File: config.mk
export PLATFORM = sky130hd
export DESIGN_NAME = ps2_scan_controller
export DESIGN_NICKNAME = d
export VERILOG_FILES = /design/src/rtl/ps2_scan_controller.sv
export SDC_FILE = /design/constraint.sdc
export NUM_CORES = 1
export LEC_CHECK = 0
export ABC_AREA = 1
export BUFFER_PORTS_ARGS = -buffer_cell sky130_fd_sc_hd__buf_2
export CORE_AREA = 2 2 117 119
export DETAILED_ROUTE_END_ITERATION = 8
export DIE_AREA = 0 0 119 121
export GPL_TIMING_DRIVEN = 0
export SLEW_MARGIN = 10
export SYNTH_ARGS = -nofsm -noshare
export SYNTH_HDL_FRONTEND = slang
export SYNTH_SLANG_ARGS = --single-unit
File: constraint.sdc
create_clock -name clk -period 6.3 [get_ports clk]
set_input_delay 0.63 -clock clk [delete_from_list [all_inputs] [get_ports clk]]
set_output_delay 0.63 -clock clk [all_outputs]
set_load 0.005 [all_outputs]
File: src/rtl/ps2_scan_controller.sv
// PS/2 scan-code sequencer: synchronises the receiver's byte strobe, acknowledges
// each byte, folds E0/F0 prefix sequences into single key events and queues them
// for a valid/ready consumer.
module ps2_scan_controller #(
  parameter int DEPTH       = 8,
  parameter int TIMEOUT_CYC = 1000000
) (
  input  logic                       clk,
  input  logic                       reset,
  input  logic                       scan_ready,
  input  logic [7:0]                 scan_code,
  output logic                       read,
  output logic [7:0]                 evt_code,
  output logic                       evt_ext,
  output logic                       evt_release,
  output logic                       evt_valid,
  input  logic                       evt_ready,
  output logic [$clog2(DEPTH+1)-1:0] evt_count,
  output logic                       overflow,
  output logic                       proto_err
);

  localparam int AW = $clog2(DEPTH);
  localparam int TW = $clog2(TIMEOUT_CYC + 1);
  localparam logic [TW-1:0] TO_LAST = TW'(TIMEOUT_CYC - 1);

  localparam logic [1:0] S_IDLE = 2'd0;
  localparam logic [1:0] S_E0   = 2'd1;
  localparam logic [1:0] S_F0   = 2'd2;
  localparam logic [1:0] S_E0F0 = 2'd3;

  // Synchroniser and handshake state
  logic          r_sync_q1;
  logic          r_sync_q2;
  logic          r_read;
  logic          w_byte_stb;

  // Prefix decoder state
  logic [1:0]    r_state;
  logic [TW-1:0] r_to_cnt;
  logic          r_push;
  logic [9:0]    r_push_data;   // {ext, release, code}
  logic          r_proto_err;

  // Event FIFO
  logic [9:0]    r_mem [DEPTH];
  logic [AW:0]   r_wr_ptr;
  logic [AW:0]   r_rd_ptr;
  logic          r_overflow;
  logic          w_full;
  logic          w_empty;
  logic          w_pop;
  logic          w_wr_en;
  logic [9:0]    w_head;
  logic          w_bad_byte;

  assign w_byte_stb = r_sync_q1 & ~r_sync_q2;
  assign w_bad_byte = (scan_code == 8'h00) || (scan_code == 8'hFF);

  // Two-flop synchroniser for scan_ready and the registered acknowledge pulse
  always_ff @(posedge clk) begin
    if (reset) begin
      r_sync_q1 <= 1'b0;
      r_sync_q2 <= 1'b0;
      r_read    <= 1'b0;
    end else begin
      r_sync_q1 <= scan_ready;
      r_sync_q2 <= r_sync_q1;
      r_read    <= w_byte_stb;
    end
  end

  // Prefix decoder with inactivity timeout; a byte arriving in the timeout cycle wins
  always_ff @(posedge clk) begin
    if (reset) begin
      r_state     <= S_IDLE;
      r_to_cnt    <= '0;
      r_push      <= 1'b0;
      r_push_data <= '0;
      r_proto_err <= 1'b0;
    end else begin
      r_push      <= 1'b0;
      r_proto_err <= 1'b0;
      if (w_byte_stb) begin
        r_to_cnt <= '0;
        if (scan_code == 8'hE1) begin
          // Pause prefix: abandon any partial sequence silently
          r_state <= S_IDLE;
        end else if (w_bad_byte) begin
          r_proto_err <= 1'b1;
          r_state     <= S_IDLE;
        end else begin
          case (r_state)
            S_IDLE: begin
              if (scan_code == 8'hE0) begin
                r_state <= S_E0;
              end else if (scan_code == 8'hF0) begin
                r_state <= S_F0;
              end else begin
                r_push      <= 1'b1;
                r_push_data <= {2'b00, scan_code};
              end
            end
            S_E0: begin
              if (scan_code == 8'hF0) begin
                r_state <= S_E0F0;
              end else if (scan_code != 8'hE0) begin
                r_push      <= 1'b1;
                r_push_data <= {2'b10, scan_code};
                r_state     <= S_IDLE;
              end
            end
            S_F0: begin
              r_state <= S_IDLE;
              if (scan_code == 8'hE0 || scan_code == 8'hF0) begin
                r_proto_err <= 1'b1;
              end else begin
                r_push      <= 1'b1;
                r_push_data <= {2'b01, scan_code};
              end
            end
            default: begin
              r_state <= S_IDLE;
              if (scan_code == 8'hE0 || scan_code == 8'hF0) begin
                r_proto_err <= 1'b1;
              end else begin
                r_push      <= 1'b1;
                r_push_data <= {2'b11, scan_code};
              end
            end
          endcase
        end
      end else if (r_state != S_IDLE) begin
        if (r_to_cnt == TO_LAST) begin
          r_state     <= S_IDLE;
          r_proto_err <= 1'b1;
          r_to_cnt    <= '0;
        end else begin
          r_to_cnt <= r_to_cnt + 1'b1;
        end
      end else begin
        r_to_cnt <= '0;
      end
    end
  end

  assign w_empty = (r_wr_ptr == r_rd_ptr);
  assign w_full  = (r_wr_ptr[AW] != r_rd_ptr[AW]) &&
                   (r_wr_ptr[AW-1:0] == r_rd_ptr[AW-1:0]);
  assign w_pop   = ~w_empty & evt_ready;
  // A full FIFO still accepts a push when the head leaves in the same cycle
  assign w_wr_en = r_push & (~w_full | w_pop);

  // FIFO pointers and sticky overflow flag
  always_ff @(posedge clk) begin
    if (reset) begin
      r_wr_ptr   <= '0;
      r_rd_ptr   <= '0;
      r_overflow <= 1'b0;
    end else begin
      if (w_wr_en) begin
        r_wr_ptr <= r_wr_ptr + 1'b1;
      end
      if (w_pop) begin
        r_rd_ptr <= r_rd_ptr + 1'b1;
      end
      if (r_push && w_full && !w_pop) begin
        r_overflow <= 1'b1;
      end
    end
  end

  // Event storage; no reset so it maps onto plain RAM
  always_ff @(posedge clk) begin
    if (w_wr_en) begin
      r_mem[r_wr_ptr[AW-1:0]] <= r_push_data;
    end
  end

  // Head is masked while empty so outputs read as zero after reset
  assign w_head      = w_empty ? 10'd0 : r_mem[r_rd_ptr[AW-1:0]];
  assign evt_code    = w_head[7:0];
  assign evt_release = w_head[8];
  assign evt_ext     = w_head[9];
  assign evt_valid   = ~w_empty;
  assign evt_count   = r_wr_ptr - r_rd_ptr;
  assign overflow    = r_overflow;
  assign proto_err   = r_proto_err;
  assign read        = r_read;

endmodule

==> results of run 1 <==
[kinds of logic after synthesis]
logic type	share of synthesized area (%)
AO/OA/AOI/OAI	9.66
XOR/XNOR	1.27
adder cells (fa/ha/maj)	1.72
buffers and inverters	4.95
flip-flops	61.1
AND/OR/NAND/NOR	21.3
[through the flow]
| step | total power [mW] | area, um2 | hold WS (ns) | utilization (%) |
|---|---|---|---|---|
| 3_5_place_dp | 1.20 | 5910 | 0.421 | 45.1 |
| 2_1_floorplan | 1.10 | 5530 | 0.411 | - |
| 3_3_place_gp | 1.19 | 5890 | 0.422 | 45.0 |
| 6_report | 2.32 | 6600 | 0.423 | 50.4 |
| 4_1_cts | 2.33 | 6600 | 0.415 | 50.4 |
| 5_1_grt | 2.41 | 6600 | 0.431 | 50.4 |
[cell usage after synthesis (2+ instances only)]
| cell | count | area [um2] |
|---|---|---|
| nor3_2 | 5 | 50.1 |
| nand4_1 | 8 | 50.1 |
| o32ai_1 | 20 | 175 |
| ha_1 | 6 | 75.1 |
| nor4_1 | 3 | 18.8 |
| inv_1 | 48 | 180 |
| o21ai_1 | 5 | 25.0 |
| xnor2_1 | 4 | 35.0 |
| clkbuf_1 | 15 | 56.3 |
| buf_2 | 3 | 15.0 |
| nand3_1 | 23 | 115 |
| nor2_1 | 139 | 522 |
| nor3_1 | 10 | 50.1 |
| o21ai_0 | 36 | 180 |
| nand2_2 | 3 | 18.8 |
| dfxtp_1 | 49 | 981 |
| edfxtp_1 | 80 | 2400 |
| nand2_1 | 69 | 259 |
| xor2_1 | 4 | 35.0 |
| inv_2 | 2 | 7.51 |
| a21oi_1 | 28 | 140 |
[path summary, 6_finish.rpt]
path / depth (start not counted) / end / slack, ns / start
min reg2reg: 2 / r_sync_q2 / 0.43 / r_sync_q1
min: 3 / r_sync_q1 / 0.42 / scan_ready
max reg2reg: 9 / r_mem[4][2] / 3.75 / r_rd_ptr[1]
max: 9 / evt_release / 3.47 / r_rd_ptr[1]
[power groups by stage]
stage                     clock (mW)  sequential (mW)  combinational [mW]
after CTS                       1.15            0.927               0.257
after detailed placement           0            0.944               0.256
after global routing            1.19            0.929               0.290
after floorplan                    0            0.937               0.161
final                           1.14            0.926               0.256
after global placement             0            0.943               0.251
[sequential cells by signal (all words and copies together) (netlist names), 2 cells and up, named ones only]
register and flops:
r_to_cnt 20, r_wr_ptr 4, r_mem 80, r_state 2
r_rd_ptr 4, r_push_data 10
[worst max-delay path, cell delays in order, from the launching register on]
cell and delay [ns]:
dfxtp_1 0.40, inv_1 0.09, ha_1 0.27, nand2_1 0.08, nor2_1 0.06, nand2_1 0.17
buf_2 0.23, o21ai_0 0.13, nor2_1 0.20, buf_2 0.15
[final cells by class]
type,instances,area [um2],area share [%]
inverter,50,188,2.85
buffer,20,86.3,1.31
sequential,129,3380,51.3
tap,176,220,3.34
clock inverter,14,260,3.95
timing repair buffer,29,148,2.24
clock buffer,18,429,6.51
multi-input combinational,374,1880,28.5
[metal layers]
layer / routed length (um) / vias up
li1: - / 2059
met1: 5580 / 1914
met2: 5810 / 114
met3: 724 / 14
met4: 192 / 0
met5: 0 / -
==> impl_metrics.env, run 1 <==
export IMPL_synth_edf_count=80
export IMPL_cts_tree="done"
export IMPL_tightest_slew_ns=1.12
export IMPL_leakagePower_nw=2.40
export IMPL_grt_antenna_before_repair=0
export IMPL_initial_core_util_pct=42.3
export IMPL_die_y_um=121
export IMPL_p_sw_mw=0.539
export IMPL_rsz0062_at_grt="false"
export IMPL_critPathMaxFanout=10
export IMPL_grt_pass1_vias=3948
export IMPL_synth_ff_type="edfxtp_1"
export IMPL_fin_crit_sh_pct=44.9
export IMPL_cts_sinks=129
export IMPL_post_place_ws_ns=3.75
export IMPL_pwr_share_clk_pct=49.0
export IMPL_setup_viol=0
export IMPL_cts_root_buffer="clkbuf_16"
export IMPL_grt_overflow=0
export IMPL_skew_ns=0.00462
export IMPL_cts_resized_gates=0
export IMPL_pin_count=30
export IMPL_finalSetupTns_ns=0
export IMPL_coreArea_um2=13100
export IMPL_cts_made_buffers=17
export IMPL_slew_violations=0
export IMPL_insertion_delay_ns=0.41
export IMPL_cts_setup_buffers=0
export IMPL_yosys_warnings=0
export IMPL_clkSlewWorstSetupHoldPaths_ns=0.06
export IMPL_ys_types=34
export IMPL_cp_end_kind="output port"
export IMPL_dpl_cell_count=778
export IMPL_routabilityCongestion=0.832
export IMPL_power_frac_comb_pct=11.0
export IMPL_syn_inst=573
export IMPL_first_pass_iters=5
export IMPL_die_x_um=119
export IMPL_finalHoldViolations=0
export IMPL_htree_levels=4
export IMPL_synth_area_per_cell_um2=9.66
export IMPL_met1_usage_pct=24.7
export IMPL_timing_fmax_ghz=0.353
export IMPL_status="finished, final reports clean"
export IMPL_swShare_pct=23.3
export IMPL_antennaDiodeCount=0
export IMPL_grt_use_total_pct=18.4
export IMPL_ir_drop_mv=0.181
export IMPL_required_ns=5.67
export IMPL_p_per_area_nw_per_um2=352
export IMPL_port_buffers=28
export IMPL_min_period_ns=2.83
export IMPL_drc_errors=0
export IMPL_final_nets=640
export IMPL_holdBufCountCts=0
export IMPL_syn_to_final_growth_pct=19.2
export IMPL_die_area_um2=14400
export IMPL_ant_nets=0
export IMPL_ys_ff_latch=129
export IMPL_clk_path_buf_depth=2
export IMPL_drt_iter0_markers=347
export IMPL_crit_arrival_ns=2.20
export IMPL_ys_seq_area_share_pct=61.1
export IMPL_seqPwrFrac_pct=39.9
export IMPL_rows=42
export IMPL_wirelength_mm=12.3
export IMPL_via_count=4101
export IMPL_syn_nets=592
export IMPL_nFillCells=1199
export IMPL_final_cell_mix="nor2_1, edfxtp_1, nand2_1, dfxtp_1, inv_1"
export IMPL_startpoint_type="register"
export IMPL_slew_headroom_pct=25.1
export IMPL_async_flop_share_pct=0
export IMPL_worst_setup_path_type="register to output port"
export IMPL_hold_path_class="input pin to register"
export IMPL_top_usage_layer="met2"
export IMPL_drive_above_1_share_pct=12.8
export IMPL_avgViaCountPerCell=5.06
export IMPL_hpwl_mm=8.45
export IMPL_grt_util_met2_pct=29.1
export IMPL_final_common_cell="nor2_1"
export IMPL_grt_max_degree=17
export IMPL_setup_ws_ns=3.47
export IMPL_fin_cells=810
export IMPL_syn_area_um2=5530
export IMPL_routedWlPerCell_um=15.2
export IMPL_met3_usage_pct=4.37
export IMPL_max_cap_violations=0
export IMPL_p_int_mw=1.78
export IMPL_grt_first_pass_wirelength_mm=20.3
No activity file was read; power rests on OpenSTA's default activity.
==> inputs of run 2 (changes only) <==
--- a/config.mk
+++ b/config.mk
@@ -5,11 +5,11 @@
 export SDC_FILE = /design/constraint.sdc
 export NUM_CORES = 1
 export LEC_CHECK = 0
-export ABC_AREA = 1
+export ABC_AREA = 0
 export BUFFER_PORTS_ARGS = -buffer_cell sky130_fd_sc_hd__buf_2
-export CORE_AREA = 2 2 117 119
+export CORE_AREA = 2 2 115 117
 export DETAILED_ROUTE_END_ITERATION = 8
-export DIE_AREA = 0 0 119 121
+export DIE_AREA = 0 0 117 119
 export GPL_TIMING_DRIVEN = 0
 export SLEW_MARGIN = 10
 export SYNTH_ARGS = -nofsm -noshare
==> constraint.sdc (replaced) <==
create_clock -name clk -period 2.75 [get_ports clk]
set_input_delay 0.275 -clock clk [delete_from_list [all_inputs] [get_ports clk]]
set_output_delay 0.275 -clock clk [all_outputs]
set_load 0.005 [all_outputs]
==> run 2 against run 1 <==
Effect of this change: clock skew rose by 0.0010 ns; hold slack got worse by 0.34 ns; synthesized cell count shrank 32%; critical endpoint is now r_mem[3][8]; combinational power is 55% higher; largest cell class unchanged; total power rose by 110%; worst setup slack got worse by 3.4 ns; via count down 18%; highest routed layer unchanged; routed wire length fell by 11%; final area shrank 2.0%; utilization shrank 0.18 points; clock power up 100%; global-route usage shrank 1.3 points.
==> impl_metrics.env, run 2 <==
export IMPL_via_count=3368
export IMPL_cts_tree="done"
export IMPL_grt_overflow=0
export IMPL_first_pass_iters=4
export IMPL_die_area_um2=13900
export IMPL_drive_above_1_share_pct=24.5
export IMPL_grt_pass1_vias=3403
export IMPL_drt_iter0_markers=163
export IMPL_async_flop_share_pct=0
export IMPL_antennaDiodeCount=0
export IMPL_wirelength_mm=10.9
export IMPL_crit_arrival_ns=2.79
export IMPL_ff_latch_area_um2=3380
export IMPL_wl_met2_mm=5.78
export IMPL_leakagePower_nw=2.23
export IMPL_coreArea_um2=12900
export IMPL_startpoint_type="register"
export IMPL_yosys_area_top_type_share_pct=44.6
export IMPL_syn_inst=392
export IMPL_ir_drop_mv=0.399
export IMPL_cts_sinks=129
export IMPL_rows=42
export IMPL_ys_types=51
export IMPL_dpl_cell_count=601
export IMPL_hold_path_class="input pin to register"
export IMPL_status="finished, final reports clean"
export IMPL_min_period_ns=2.66
export IMPL_fin_cells=633
export IMPL_final_common_cell="edfxtp_1"
export IMPL_slew_headroom_pct=34.3
export IMPL_finalSetupTns_ns=0
export IMPL_synth_common_cells="edfxtp_1, dfxtp_1, nor2_1"
export IMPL_cp_cell_sequence="inv_1 -> ha_1 -> nand3_1 -> o31ai_2 -> nor4_2 -> buf_6"
export IMPL_yosysTopAreaCell="edfxtp_1"
export IMPL_hpwl_mm=7.38
export IMPL_holdBufCountCts=0
export IMPL_final_cell_mix="edfxtp_1, dfxtp_1, buf_2, nor2_1, nand2_1"
export IMPL_tightest_slew_ns=0.978
export IMPL_min_from="scan_ready"
export IMPL_die_x_um=117
export IMPL_skew_ns=0.00566
export IMPL_routabilityCongestion=0.805
export IMPL_grt_first_pass_wirelength_mm=17.5
export IMPL_nFillCells=1119
export IMPL_r2r_slack_ns=0.09
export IMPL_clkSlewWorstSetupHoldPaths_ns=0.06
export IMPL_avgViaCountPerCell=5.32
export IMPL_final_nets=463
export IMPL_insertion_delay_ns=0.41
export IMPL_timing_fmax_ghz=0.375
export IMPL_clk_path_buf_depth=2
export IMPL_cts_setup_buffers=0
export IMPL_htree_levels=4
export IMPL_grt_use_total_pct=17.1
export IMPL_synth_area_top_cells="edfxtp_1, dfxtp_1, mux4_2"
export IMPL_slowest_delay_ns=0.77
export IMPL_top_layer_used="met4"
export IMPL_pin_count=30
export IMPL_routedWlPerCell_um=17.3
export IMPL_initial_core_util_pct=41.9
export IMPL_cts_root_buffer="clkbuf_16"
export IMPL_cts_made_buffers=17
export IMPL_slew_violations=0
export IMPL_ys_ff_latch=129
export IMPL_p_per_area_nw_per_um2=751
export IMPL_largest_register_ffs=80
export IMPL_holdPathStages=2
export IMPL_hold_end="r_sync_q1"
export IMPL_max_cap_violations=0
export IMPL_required_ns=2.87
export IMPL_setup_viol=0
export IMPL_critPathMaxFanout=6
export IMPL_rsz0062_at_grt="true"
export IMPL_syn_area_um2=5390
export IMPL_met3_length_um=359
export IMPL_drt_met1_wl_mm=4.57
export IMPL_grt_max_degree=17
export IMPL_finalHoldViolations=0
export IMPL_crit_path_top_delay_cell="nor4_2"
export IMPL_synth_most_common_cell="edfxtp_1"
export IMPL_port_buffers=28
export IMPL_syn_to_final_growth_pct=20.0
export IMPL_r2r_start="r_wr_ptr[0]"
export IMPL_yosys_warnings=0
export IMPL_drc_errors=0
export IMPL_ant_nets=0
export IMPL_fin_crit_sh_pct=96.9
export IMPL_syn_nets=411
export IMPL_rr_endpoint="r_mem[3][8]"
export IMPL_rr_worst_depth=6
export IMPL_synth_edf_count=80
export IMPL_multi_input_area_um2=1910
export IMPL_worst_setup_path_type="register to register"
export IMPL_grt_antenna_before_repair=0
export IMPL_cp_end_kind="register"
export IMPL_die_y_um=119
export IMPL_cts_resized_gates=3
export IMPL_synth_area_per_cell_um2=13.7
export IMPL_synth_ff_type="edfxtp_1"
export IMPL_ys_seq_area_share_pct=62.8
## run 2: cells by family after synthesis
kind of cell | synth area share (%)
simple gates | 12.9
flops | 62.8
mux | 12.4
compound gates | 4.41
buf+inv | 2.48
xor+xnor | 3.25
fa+ha+maj | 1.76
## run 2: worst max path at each step
stage,to,startpoint,cells past startpoint
2_1_floorplan,r_mem[3][0],r_wr_ptr[0],5
3_3_place_gp,r_mem[0][0],r_wr_ptr[0],5
3_5_place_dp,r_mem[1][0],r_wr_ptr[0],6
4_1_cts,r_mem[5][1],r_wr_ptr[0],6
5_1_grt,r_mem[0][6],r_wr_ptr[0],6
6_report,r_mem[3][8],r_wr_ptr[0],6
## run 2: report_power, final
part	switching (mW)	internal [mW]	leakage [nW]
Combinational	0.209	0.189	0.772
Clock	0.822	1.51	0.294
Sequential	0.0376	2.09	1.16
## run 2: cell type report
| class | instances | area share, % |
|---|---|---|
| buffer | 19 | 1.39 |
| sequential | 129 | 52.3 |
| clock inverter | 15 | 2.98 |
| clock buffer | 17 | 6.58 |
| tap | 176 | 3.41 |
| timing repair buffer | 33 | 3.04 |
| multi-input combinational | 232 | 29.6 |
| inverter | 12 | 0.697 |
## run 2: per-stage QoR
| step | setup WS (ns) | hold WS, ns | instance area [um2] | power (mW) | util, % |
|---|---|---|---|---|---|
| after floorplan | 0.188 | 0.403 | 5390 | 2.42 | - |
| after global placement | -0.972 | 0.465 | 5750 | 2.55 | 44.7 |
| after detailed placement | -0.0781 | 0.475 | 5840 | 2.57 | 45.3 |
| after CTS | 0.0203 | 0.0813 | 6460 | 4.91 | 50.2 |
| after global routing | -0.0412 | 0.0997 | 6470 | 5.02 | 50.2 |
| final | 0.0863 | 0.0817 | 6470 | 4.85 | 50.2 |
## run 2: per-layer routing
layer  GRT usage (%)  vias up
met1            20.3     1678
met3            4.53       19
met4            7.43        0
li1                -     1605
met2            28.9       66
met5               0        -
## run 2: worst max-delay path, delay by kind of cell, from the launching register on
family                     cells  cell delay, ns
DFF                            1            0.46
AOI/OAI and AO/OA              1            0.19
buffers and inverters          2            0.39
adders and majority gates      1            0.35
and+or+nand+nor                2            0.99
==> inputs of run 3 (changes only) <==
--- a/config.mk
+++ b/config.mk
@@ -11,6 +11,7 @@
 export DETAILED_ROUTE_END_ITERATION = 8
 export DIE_AREA = 0 0 117 119
 export GPL_TIMING_DRIVEN = 0
+export PLACE_DENSITY = 0.63
 export SLEW_MARGIN = 10
 export SYNTH_ARGS = -nofsm -noshare
 export SYNTH_HDL_FRONTEND = slang
==> run 3 against run 2 <==
Effect of this change: sequential power is essentially flat; worst setup slack gained 0.024 ns; hold slack gained 0.012 ns; global-route usage grew 0.14 points; critical path type is now register to output port; combinational power is essentially flat; sequential share of layout area grew 0.39 points; routed wire length grew 0.34%; flip-flop and latch count is the same; clock skew is essentially flat; non-clock buffer count is the same; die area is the same; clock power shrank 6%; highest routed layer unchanged.
==> impl_metrics.env, run 3 (synthesized netlist as in run 2, its figures left out) <==
export IMPL_tightest_slew_ns=0.869
export IMPL_die_x_um=117
export IMPL_avgViaCountPerCell=5.18
export IMPL_crit_path_frequent_cell="nor2_1"
export IMPL_power_frac_comb_pct=8.4
export IMPL_skew_ns=0.00557
export IMPL_p_int_mw=3.62
export IMPL_power_mw=4.73
export IMPL_hpwl_mm=7.50
export IMPL_startpoint_type="register"
export IMPL_cts_tree="done"
export IMPL_coreArea_um2=12900
export IMPL_wirelength_mm=11.0
export IMPL_holdPathStages=2
export IMPL_holdBufCountCts=0
export IMPL_crit_path_top_delay_cell="dfxtp_1"
export IMPL_antennaDiodeCount=0
export IMPL_hold_path_class="input pin to register"
export IMPL_clk_path_buf_depth=2
export IMPL_insertion_delay_ns=0.42
export IMPL_cp_end_kind="output port"
export IMPL_worst_setup_path_type="register to output port"
export IMPL_critPathBufInv=3
export IMPL_seqPwrFrac_pct=45.0
export IMPL_drc_errors=0
export IMPL_pin_count=30
export IMPL_cts_sinks=129
export IMPL_setup_viol=0
export IMPL_initial_core_util_pct=41.9
export IMPL_drt_iter0_markers=213
export IMPL_crit_family="buffers and inverters"
export IMPL_nFillCells=1128
export IMPL_routabilityCongestion=0.860
export IMPL_status="finished, final reports clean"
export IMPL_grt_first_pass_wirelength_mm=17.6
export IMPL_final_common_cell="edfxtp_1"
export IMPL_die_y_um=119
export IMPL_grt_pass1_vias=3359
export IMPL_p_per_area_nw_per_um2=736
export IMPL_final_cell_mix="edfxtp_1, dfxtp_1, buf_2, nor2_1, nand2_1"
export IMPL_grt_use_total_pct=17.2
export IMPL_cts_root_buffer="clkbuf_16"
export IMPL_ir_drop_mv=0.356
export IMPL_cts_made_buffers=17
export IMPL_p_sw_mw=1.11
export IMPL_clkSlewWorstSetupHoldPaths_ns=0.06
export IMPL_die_area_um2=13900
export IMPL_pwr_share_clk_pct=46.5
export IMPL_finalHoldViolations=0
export IMPL_via_count=3281
export IMPL_finalSetupTns_ns=0
export IMPL_max_cap_violations=0
export IMPL_grt_overflow=0
export IMPL_fin_crit_sh_pct=96.0
export IMPL_path_depth=7
export IMPL_cp_cell_sequence="inv_1 -> ha_1 -> nand3_1 -> nor2_1 -> clkbuf_2 -> nor2_1 -> buf_2"
export IMPL_syn_to_final_growth_pct=19.1
export IMPL_port_buffers=28
export IMPL_routedWlPerCell_um=17.3
export IMPL_first_pass_iters=4
export IMPL_critPathMaxFanout=10
export IMPL_slew_headroom_pct=42.0
export IMPL_grt_max_degree=17
export IMPL_rr_worst_depth=6
export IMPL_whs_ns=0.0938
export IMPL_min_period_ns=2.64
export IMPL_rows=42
export IMPL_rsz0062_at_grt="false"
export IMPL_final_nets=463
export IMPL_crit_arrival_ns=2.36
export IMPL_leakagePower_nw=2.21
export IMPL_required_ns=2.48
export IMPL_slew_violations=0
export IMPL_final_util_pct=49.9
export IMPL_grt_antenna_before_repair=0
export IMPL_dpl_cell_count=601
export IMPL_slowest_delay_ns=0.46
export IMPL_swShare_pct=23.5
export IMPL_drive_above_1_share_pct=24.5
export IMPL_htree_levels=4
export IMPL_largest_register_ffs=80
export IMPL_timing_fmax_ghz=0.379
export IMPL_ant_nets=0
export IMPL_fin_cells=633
## run 3: changes by cell type in the layout (fill, tap and decap cells not counted)
cell,delta
buf_4,+4
buf_6,-4
clkinv_2,-3
inv_6,+3
bufinv_16,-2
clkinv_4,+1
clkinvlp_4,+1
## run 3: power by group through the flow
stage	Clock [mW]	Combinational (mW)	Sequential (mW)
after detailed placement	0	0.404	2.17
final	2.20	0.398	2.13
after global placement	0	0.389	2.16
after global routing	2.33	0.441	2.13
after floorplan	0	0.268	2.15
after CTS	2.24	0.407	2.13
## run 3: what timing repair did
| action | in CTS | in global routing |
|---|---|---|
| setup buffers | 0 | 0 |
| gates resized for setup | 4 | 0 |
| setup endpoints to repair | 54 | 0 |
## run 3: final cells by class
cell class | count | area [um2] | share of cell area (%)
repair buffers | 33 | 181 | 2.83
plain buffers | 19 | 90.1 | 1.40
inverters | 12 | 45.0 | 0.702
well taps | 176 | 220 | 3.43
clock buffers | 17 | 425 | 6.63
multi-input cells | 232 | 1910 | 29.8
flip-flops and latches | 129 | 3380 | 52.7
clock inverters | 15 | 160 | 2.50
## run 3: final timing paths
check	start	endpoint	slack, ns
max reg2reg	r_wr_ptr[0]	r_mem[3][1]	0.20
max	r_wr_ptr[0]	evt_code[7]	0.11
min reg2reg	overflow	overflow	0.48
min	scan_ready	r_sync_q1	0.09
## run 3: metrics by stage
| step | cell area [um2] | setup slack [ns] |
|---|---|---|
| global placement | 5750 | -0.766 |
| global route | 6420 | 0.00575 |
| floorplan | 5390 | 0.188 |
| CTS | 6420 | 0.122 |
| detailed placement | 5820 | -0.0436 |
| finish | 6420 | 0.110 |
## run 3: routing by layer
metal	vias to the layer above	part of all wire (%)	wire, um	track usage (%)
met1	1614	42	4620	20.4
met4	0	1.1	118	6.03
met2	53	53	5830	29.3
met5	-	0	0	0
met3	10	3.5	384	5.60
li1	1604	-	-	-
## run 3: worst register-to-register path, delay by kind of cell (launching register included)
kind	cells	cell delay [ns]
AOI/OAI and AO/OA	1	0.19
buffers and inverters	2	0.45
and+or+nand+nor	2	0.80
DFF	1	0.46
adders and majority gates	1	0.35
